==> src/rtl/inst_fetcher.sv <==
// inst_fetcher: owns the PC, fetches one instruction word at a time from the icache,
// hands the raw word to the decoder and pushes the decoded instruction into the IQ.
// Latency: icache latency + 2 cycles from fetch start to push. Backpressure: _iq_full
// holds the word in DECODE, rdy_in low freezes every register, _br_rob flushes/redirects.
//
// Ports:
//   clk_in, rst_in, rdy_in          clock, sync active-high reset, global enable
//   _br_rob                         ROB redirect; _next_pc then carries the ROB target
//   _next_pc/_stall/_formalized_inst/_rvc   decoder results for the current word
//   _icache_req/_icache_addr        level-held fetch request and halfword address
//   _icache_ready/_icache_data      one-cycle response pulse and 32 bits at the address
//   _inst_out/_inst_ready_out/_inst_addr_out/_clear_out   raw word interface to decoder
//   _iq_full/_iq_push/_iq_inst/_iq_pc/_iq_rvc             instruction queue push side
module inst_fetcher #(
    parameter logic [31:0] RESET_PC = 32'h0
) (
    input  logic        clk_in,
    input  logic        rst_in,
    input  logic        rdy_in,
    input  logic        _br_rob,
    input  logic [31:0] _next_pc,
    input  logic        _stall,
    input  logic [31:0] _formalized_inst,
    input  logic        _rvc,
    output logic        _icache_req,
    output logic [31:0] _icache_addr,
    input  logic        _icache_ready,
    input  logic [31:0] _icache_data,
    output logic [31:0] _inst_out,
    output logic        _inst_ready_out,
    output logic [31:0] _inst_addr_out,
    output logic        _clear_out,
    input  logic        _iq_full,
    output logic        _iq_push,
    output logic [31:0] _iq_inst,
    output logic [31:0] _iq_pc,
    output logic        _iq_rvc
);

    typedef enum logic [2:0] {
        S_IDLE,
        S_WAIT,
        S_DECODE,
        S_STALL,
        S_DRAIN
    } state_t;

    state_t      state_q, state_d;
    logic [31:0] pc_q, pc_d;
    logic [31:0] inst_q, inst_d;
    logic [31:0] inst_addr_q, inst_addr_d;
    logic        inst_rdy_q, inst_rdy_d;
    logic        clear_q, clear_d;
    logic        push_c;
    logic [31:0] target_pc;

    // Instructions are halfword aligned, so bit 0 of any target is dropped.
    assign target_pc = _next_pc & ~32'h1;

    always_comb begin
        state_d     = state_q;
        pc_d        = pc_q;
        inst_d      = inst_q;
        inst_addr_d = inst_addr_q;
        inst_rdy_d  = inst_rdy_q;
        clear_d     = 1'b0;
        push_c      = 1'b0;

        if (_br_rob) begin
            pc_d       = target_pc;
            inst_rdy_d = 1'b0;
            case (state_q)
                // A request is still outstanding unless its data lands this cycle;
                // DRAIN swallows the stale response before a new fetch starts.
                S_WAIT: begin
                    clear_d = 1'b1;
                    state_d = _icache_ready ? S_IDLE : S_DRAIN;
                end
                // Already flushing: only retarget, the drain still has to finish.
                S_DRAIN: begin
                    if (_icache_ready) begin
                        state_d = S_IDLE;
                    end
                end
                default: begin
                    clear_d = 1'b1;
                    state_d = S_IDLE;
                end
            endcase
        end else begin
            case (state_q)
                S_IDLE: begin
                    state_d = S_WAIT;
                end
                S_WAIT: begin
                    if (_icache_ready) begin
                        inst_d      = _icache_data;
                        inst_addr_d = pc_q;
                        inst_rdy_d  = 1'b1;
                        state_d     = S_DECODE;
                    end
                end
                S_DECODE: begin
                    if (!_iq_full) begin
                        push_c = 1'b1;
                        if (_stall) begin
                            // jalr: its target is unknown until the ROB resolves it.
                            state_d = S_STALL;
                        end else begin
                            pc_d       = target_pc;
                            inst_rdy_d = 1'b0;
                            state_d    = S_IDLE;
                        end
                    end
                end
                S_DRAIN: begin
                    if (_icache_ready) begin
                        state_d = S_IDLE;
                    end
                end
                default: begin
                    state_d = state_q;
                end
            endcase
        end
    end

    always_ff @(posedge clk_in) begin
        if (rst_in) begin
            state_q     <= S_IDLE;
            pc_q        <= RESET_PC & ~32'h1;
            inst_q      <= 32'h0;
            inst_addr_q <= RESET_PC & ~32'h1;
            inst_rdy_q  <= 1'b0;
            clear_q     <= 1'b0;
        end else if (rdy_in) begin
            state_q     <= state_d;
            pc_q        <= pc_d;
            inst_q      <= inst_d;
            inst_addr_q <= inst_addr_d;
            inst_rdy_q  <= inst_rdy_d;
            clear_q     <= clear_d;
        end
    end

    // Request and address come straight from registered state, so they hold
    // their values whenever rdy_in freezes the registers.
    assign _icache_req    = (state_q == S_WAIT);
    assign _icache_addr   = pc_q & ~32'h1;
    assign _inst_out      = inst_q;
    assign _inst_ready_out = inst_rdy_q;
    assign _inst_addr_out = inst_addr_q;
    assign _clear_out     = clear_q;
    assign _iq_push       = push_c && rdy_in && !rst_in;
    assign _iq_inst       = _formalized_inst;
    assign _iq_pc         = inst_addr_q;
    assign _iq_rvc        = _rvc;

endmodule

==> config.mk <==
export PLATFORM = sky130hd
export DESIGN_NAME = inst_fetcher
export DESIGN_NICKNAME = d
export VERILOG_FILES = /design/src/rtl/inst_fetcher.sv
export SDC_FILE = /design/constraint.sdc
export NUM_CORES = 1
export LEC_CHECK = 0
export ABC_AREA = 1
export BUFFER_PORTS_ARGS = -buffer_cell sky130_fd_sc_hd__buf_4
export CORE_UTILIZATION = 35
export CTS_CLUSTER_SIZE = 10
export DETAILED_ROUTE_END_ITERATION = 8
export PLACE_DENSITY = 0.71
export SETUP_SLACK_MARGIN = 0.2
export SYNTH_ARGS = -nofsm -noshare
export SYNTH_HDL_FRONTEND = slang
export SYNTH_SLANG_ARGS = --single-unit
export TNS_END_PERCENT = 30
==> constraint.sdc <==
create_clock -name clk_in -period 1.3 [get_ports clk_in]
set_clock_uncertainty 0.1 [all_clocks]
set_input_delay 0.13 -clock clk_in [delete_from_list [all_inputs] [get_ports clk_in]]
set_output_delay 0.13 -clock clk_in [all_outputs]
set_load 0.01 [all_outputs]
# Word level (Yosys, flattened, before mapping)
# Index checks and enable logic that the tools add are counted.
word_totals:
  wordCells: 48
  regBits: 101
  input_bits: 104
op_classes:
  n_eq_ne: 8
  n_bitwise: 1
  reduce_logical: 11
  muxes: 22
op_table:
  columns: ["operator", "count"]
  rows:
  - ["two-way mux 32 bit", 4]
  - ["two-way mux 3 bit", 5]
  - ["one-hot mux 3 bit (4 select lines)", 1]
  - ["AND reduction 4 bit", 3]
  - ["two-way mux 1 bit", 9]
  - ["!= test 3 bit (second input constant)", 2]
  - ["one-hot mux 3 bit (2 select lines)", 1]
  - ["AND reduction 5 bit", 1]
  - ["nonzero test 5 bit", 1]
  - ["!= test 2 bit (second input constant)", 2]
  - ["equality test 3 x 1 -> 1 bit (second input constant)", 1]
  - ["equality test 3 x 2 -> 1 bit (second input constant)", 1]
  - ["equality test 3 bit (second input constant)", 1]
  - ["logical NOT 3 bit", 1]
  - ["!= test 3 x 2 -> 1 bit (second input constant)", 1]
  - ["nonzero test 3 bit", 1]
  - ["logical AND 1 bit", 2]
  - ["two-way mux 2 bit", 1]
  - ["one-hot mux 1 bit (2 select lines)", 1]
  - ["nonzero test 2 bit", 1]
  - ["logical NOT 1 bit", 1]
  - ["inverter 1 bit", 1]

# Longest topological paths before layout
depth:
  word_depth: 5
  ltp_mapped: 9
  ltp_nobuf: 9

# Least setup slack after synthesis
# OpenSTA, ideal clock, no wires.
synth_path:
  path_kind: "reg2reg"
  from: "register state_q[2]"
  to: "register inst_addr_q[10] (netlist: _inst_addr_out[10])"
  setup_time_ps: 116
  path_slack_ps: -39
  synth_period_minus_slack_ps: 1339
  stages_incl_launch_ff: 9
  arrival_ps: 1123
  cell_sequence: "dfxtp_1 inv_2 nand3_2 nor3_4 buf_6 inv_4 buf_6 nor2_1 nor2_1"
synth_via:
  elab_chain_cells: 2
synth_rtl:
  columns: ["item", "line_no", "rtl"]
  rows:
  - ["from (decl)", "48", "state_t state_q, state_d;"]
  - ["from (signal assigned)", "137", "state_q <= state_d;"]
  - ["equality test 3 x 1 -> 1 bit", "91", "case (state_q)"]
  - ["AND reduction 4 bit (no source line)", null, null]
  - ["to (signal assigned)", "133", "inst_addr_q <= RESET_PC & ~32'h1;"]
  - ["to (signal assigned)", "140", "inst_addr_q <= inst_addr_d;"]
  - ["to (decl)", "51", "logic [31:0] inst_addr_q, inst_addr_d;"]
# Every way passes these cells.
# A chain may end at the register's enable or synchronous reset.

# Final worst setup path
layout_path:
  from: "register state_q[1]"
  to: "output port _iq_push"
layout_via:
  elab_chain_cells: 5
layout_rtl:
  columns: ["item", "line_no", "rtl"]
  rows:
  - ["equality test 3 x 2 -> 1 bit", "91", null]
  - ["two-way mux 1 bit", "91", null]
  - ["two-way mux 1 bit", "69", "if (_br_rob) begin"]
  - ["logical AND 1 bit (2 in a row)", "154", "assign _iq_push = push_c && rdy_in && !rst_in;"]
  - ["to (decl)", "34", "output logic _iq_push,"]
# Every way passes these cells.

==> flow_summary.toml <==
[clock_tree]
cts-root-buf = "clkbuf_16"
clock_latency_ns = 0.34
cts.sinks = 99
cts_buffers = 9
tritoncts = "yes"
clock_path_buffers = 2
clk_pin_slew_ns = 0.06
h-tree-depth = 3

[grt]
grt.overflow.total = 0
antenna_found_initial = 0
track_usage = 0.230
grt_max_degree = 37
grt_pass1_vias = 4359
grt_pass1_wl_um = 22200

[yosys]
yosysWarnings = 0
yosysSeqAreaShare = 0.473
syn_inst = 541
netlist_area_sq_um = 4190
synth_cell_types = 23
avgSynthCellArea_sq_um = 7.75
ys_ff_latch = 99

[sta]
setup_viol = 100
hold_viol_final = 0
final_max_slew_viol_count = 0
rsz0062_at_grt = "yes"
max_freq_ghz = 0.628
period_share = 1.23
fin_crit_ns = 1.59
fin_ws_ns = -0.293

[worst_setup_path]
worst_setup_path_start_kind = "flip-flop"
r2r_end = "_inst_addr_out[8]"
crit_type = "flip-flop to primary output"
worstPathMaxFanout = 2
r2r_cells = 8
worstSetupEndpointType = "primary output"
reg2reg_from = "state_q[0]"
rrSetupSlack_ns = -0.28
crit_arrival_ns = 1.36
crit_required_ns = 1.07

[finish]
post-route-util = 0.626
area_growth_pct = 72.6
drive_gt1_frac = 0.438
design_area_sq_um = 7240
instances_no_fill = 919
nNetsFinal = 875
diodes = 0

[detailed_routing]
final_antenna_net_count = 0
vias = 4516
wl_per_cell_um = 16.2
drc = 20
drt_iter0_drc = 275
wl_um = 14900
firstDrtPassIters = 7
via_per_inst = 4.91

[worst_hold_path]
min_path_type = "input pin to flip-flop"
hold_path_depth = 6
min-delay-start = "_icache_ready"
hold_path_end = "state_q[2]"

[flow_run]
maxCapViolCount = 0

[die]
pin_count = 269
die_y_um = 111
dieArea_sq_um = 12400
start_util = 0.363
fp-row-count = 39
core_area_sq_um = 11600
die_w_um = 111

[placed_design]
place_inst = 810
dp_hpwl_um = 8310
gp_congestion = 0.839
placed_area_sq_um = 5470
post-place-ws_ns = -0.129
port_buffers = 198

[power]
ir_worst_vdd_mv = 0.499
p_leak_nw = 3.43
p_per_area_nw_per_um2 = 1020

[status]
violations = "DRC, setup timing"
outcome = "finished, violations left"
[cells by family after synthesis]
| family | count (synthesis) | share of synthesized area |
|---|---|---|
| simple gates | 229 | 0.224 |
| compound gates | 99 | 0.119 |
| other cells | 1 | 0.000894 |
| flops | 99 | 0.473 |
| buf+inv | 113 | 0.184 |
[layer usage]
layer	part of all wire	wire length [um]	vias up	global-route usage
met5	0	0	-	0
met4	0.049	730	0	0.153
met3	0.057	848	63	0.0403
met2	0.52	7840	227	0.410
met1	0.37	5510	2093	0.250
li1	-	-	2133	-
[synthesized netlist by cell type (all sizes together)]
master,number,area (sq um)
inv,13,51.3
dfxtp,99,1980
a21oi,33,165
nand2,47,179
nand4,1,6.26
nor2,141,537
nor3,1,16.3
o21a,1,7.51
nor4,1,6.26
buf,88,672
clkbuf,12,47.6
nand3,38,195
o21ai,65,325
conb,1,3.75
[where the power goes]
group	total [mW]	switching, mW	internal (mW)	leakage, nW
logic	1.51	0.661	0.846	2.49
clock network	2.64	1.10	1.55	0.141
registers	3.24	0.0919	3.15	0.804
total	7.39	1.85	5.54	3.43
[layout by cell type (no fill, tap or decap), drive strengths merged]
| master | synthesis | routed |
|---|---|---|
| clkinv | 0 | 1 |
| dfxtp | 99 | 99 |
| bufinv | 0 | 1 |
| inv | 13 | 13 |
| dlygate4sd3 | 0 | 65 |
| a21oi | 33 | 33 |
| nor3 | 1 | 1 |
| buf | 88 | 250 |
| nand3 | 38 | 38 |
| o21a | 1 | 1 |
| nand4 | 1 | 1 |
| nand2 | 47 | 47 |
| conb | 1 | 3 |
| o21ai | 65 | 65 |
| nor2 | 141 | 141 |
| clkbuf | 12 | 16 |
| nor4 | 1 | 1 |
[stage by stage]
| stage | setup TNS [ns] | power (mW) | hold slack, ns |
|---|---|---|---|
| after floorplan | 0 | 3.83 | 0.165 |
| after global placement | -3.45 | 4.20 | 0.160 |
| after detailed placement | -6.97 | 4.22 | 0.160 |
| after CTS | -15.16 | 7.33 | 0.0541 |
| after global routing | -29.93 | 7.67 | 0.0979 |
| final | -22.13 | 7.39 | 0.0771 |
[flip-flops by register name, summed over array words and instances (netlist names)]
| signal | count |
|---|---|
| _clear_out | 1 |
| pc_q | 31 |
| _inst_out | 32 |
| _inst_ready_out | 1 |
| state_q | 3 |
| _inst_addr_out | 31 |
[layout make-up]
type	count	area, sq um
fillers	930	4330
inverters	13	61.3
multi-input cells	331	1730
clock buffers	14	254
flip-flops and latches	99	1990
clock inverters	2	35.0
repair buffers	317	2990
well taps	143	179
[repair_timing]
| action | CTS | global route |
|---|---|---|
| setup endpoints to repair | 108 | 159 |
| pin swaps | 25 | 17 |
| hold endpoints to repair | 64 | 0 |
| cloned | 9 | 3 |
| setup buffers | 13 | 3 |
| hold buffers | 65 | 0 |
| resized for setup | 63 | 56 |
[how the worst max path moves through the flow]
stage | slack [ns] | cells after the start | to | startpoint
after global routing | -0.37 | 6 | _iq_push | state_q[1]
after floorplan | 0.006 | 8 | _inst_addr_out[10] | state_q[2]
after detailed placement | -0.13 | 9 | state_q[2] | state_q[2]
final | -0.29 | 6 | _iq_push | state_q[1]
after CTS | -0.27 | 6 | _iq_push | state_q[1]
after global placement | -0.10 | 7 | pc_q[31] | state_q[1]
[worst max-delay path, stage by stage, from the launching register on]
cell     delay, ns
dfxtp_2       0.35
inv_4         0.05
nor2_4        0.10
nand2_2       0.07
buf_6         0.12
nor4_4        0.16
buf_4         0.17
Note: power is estimated with default switching activity, not from simulation.
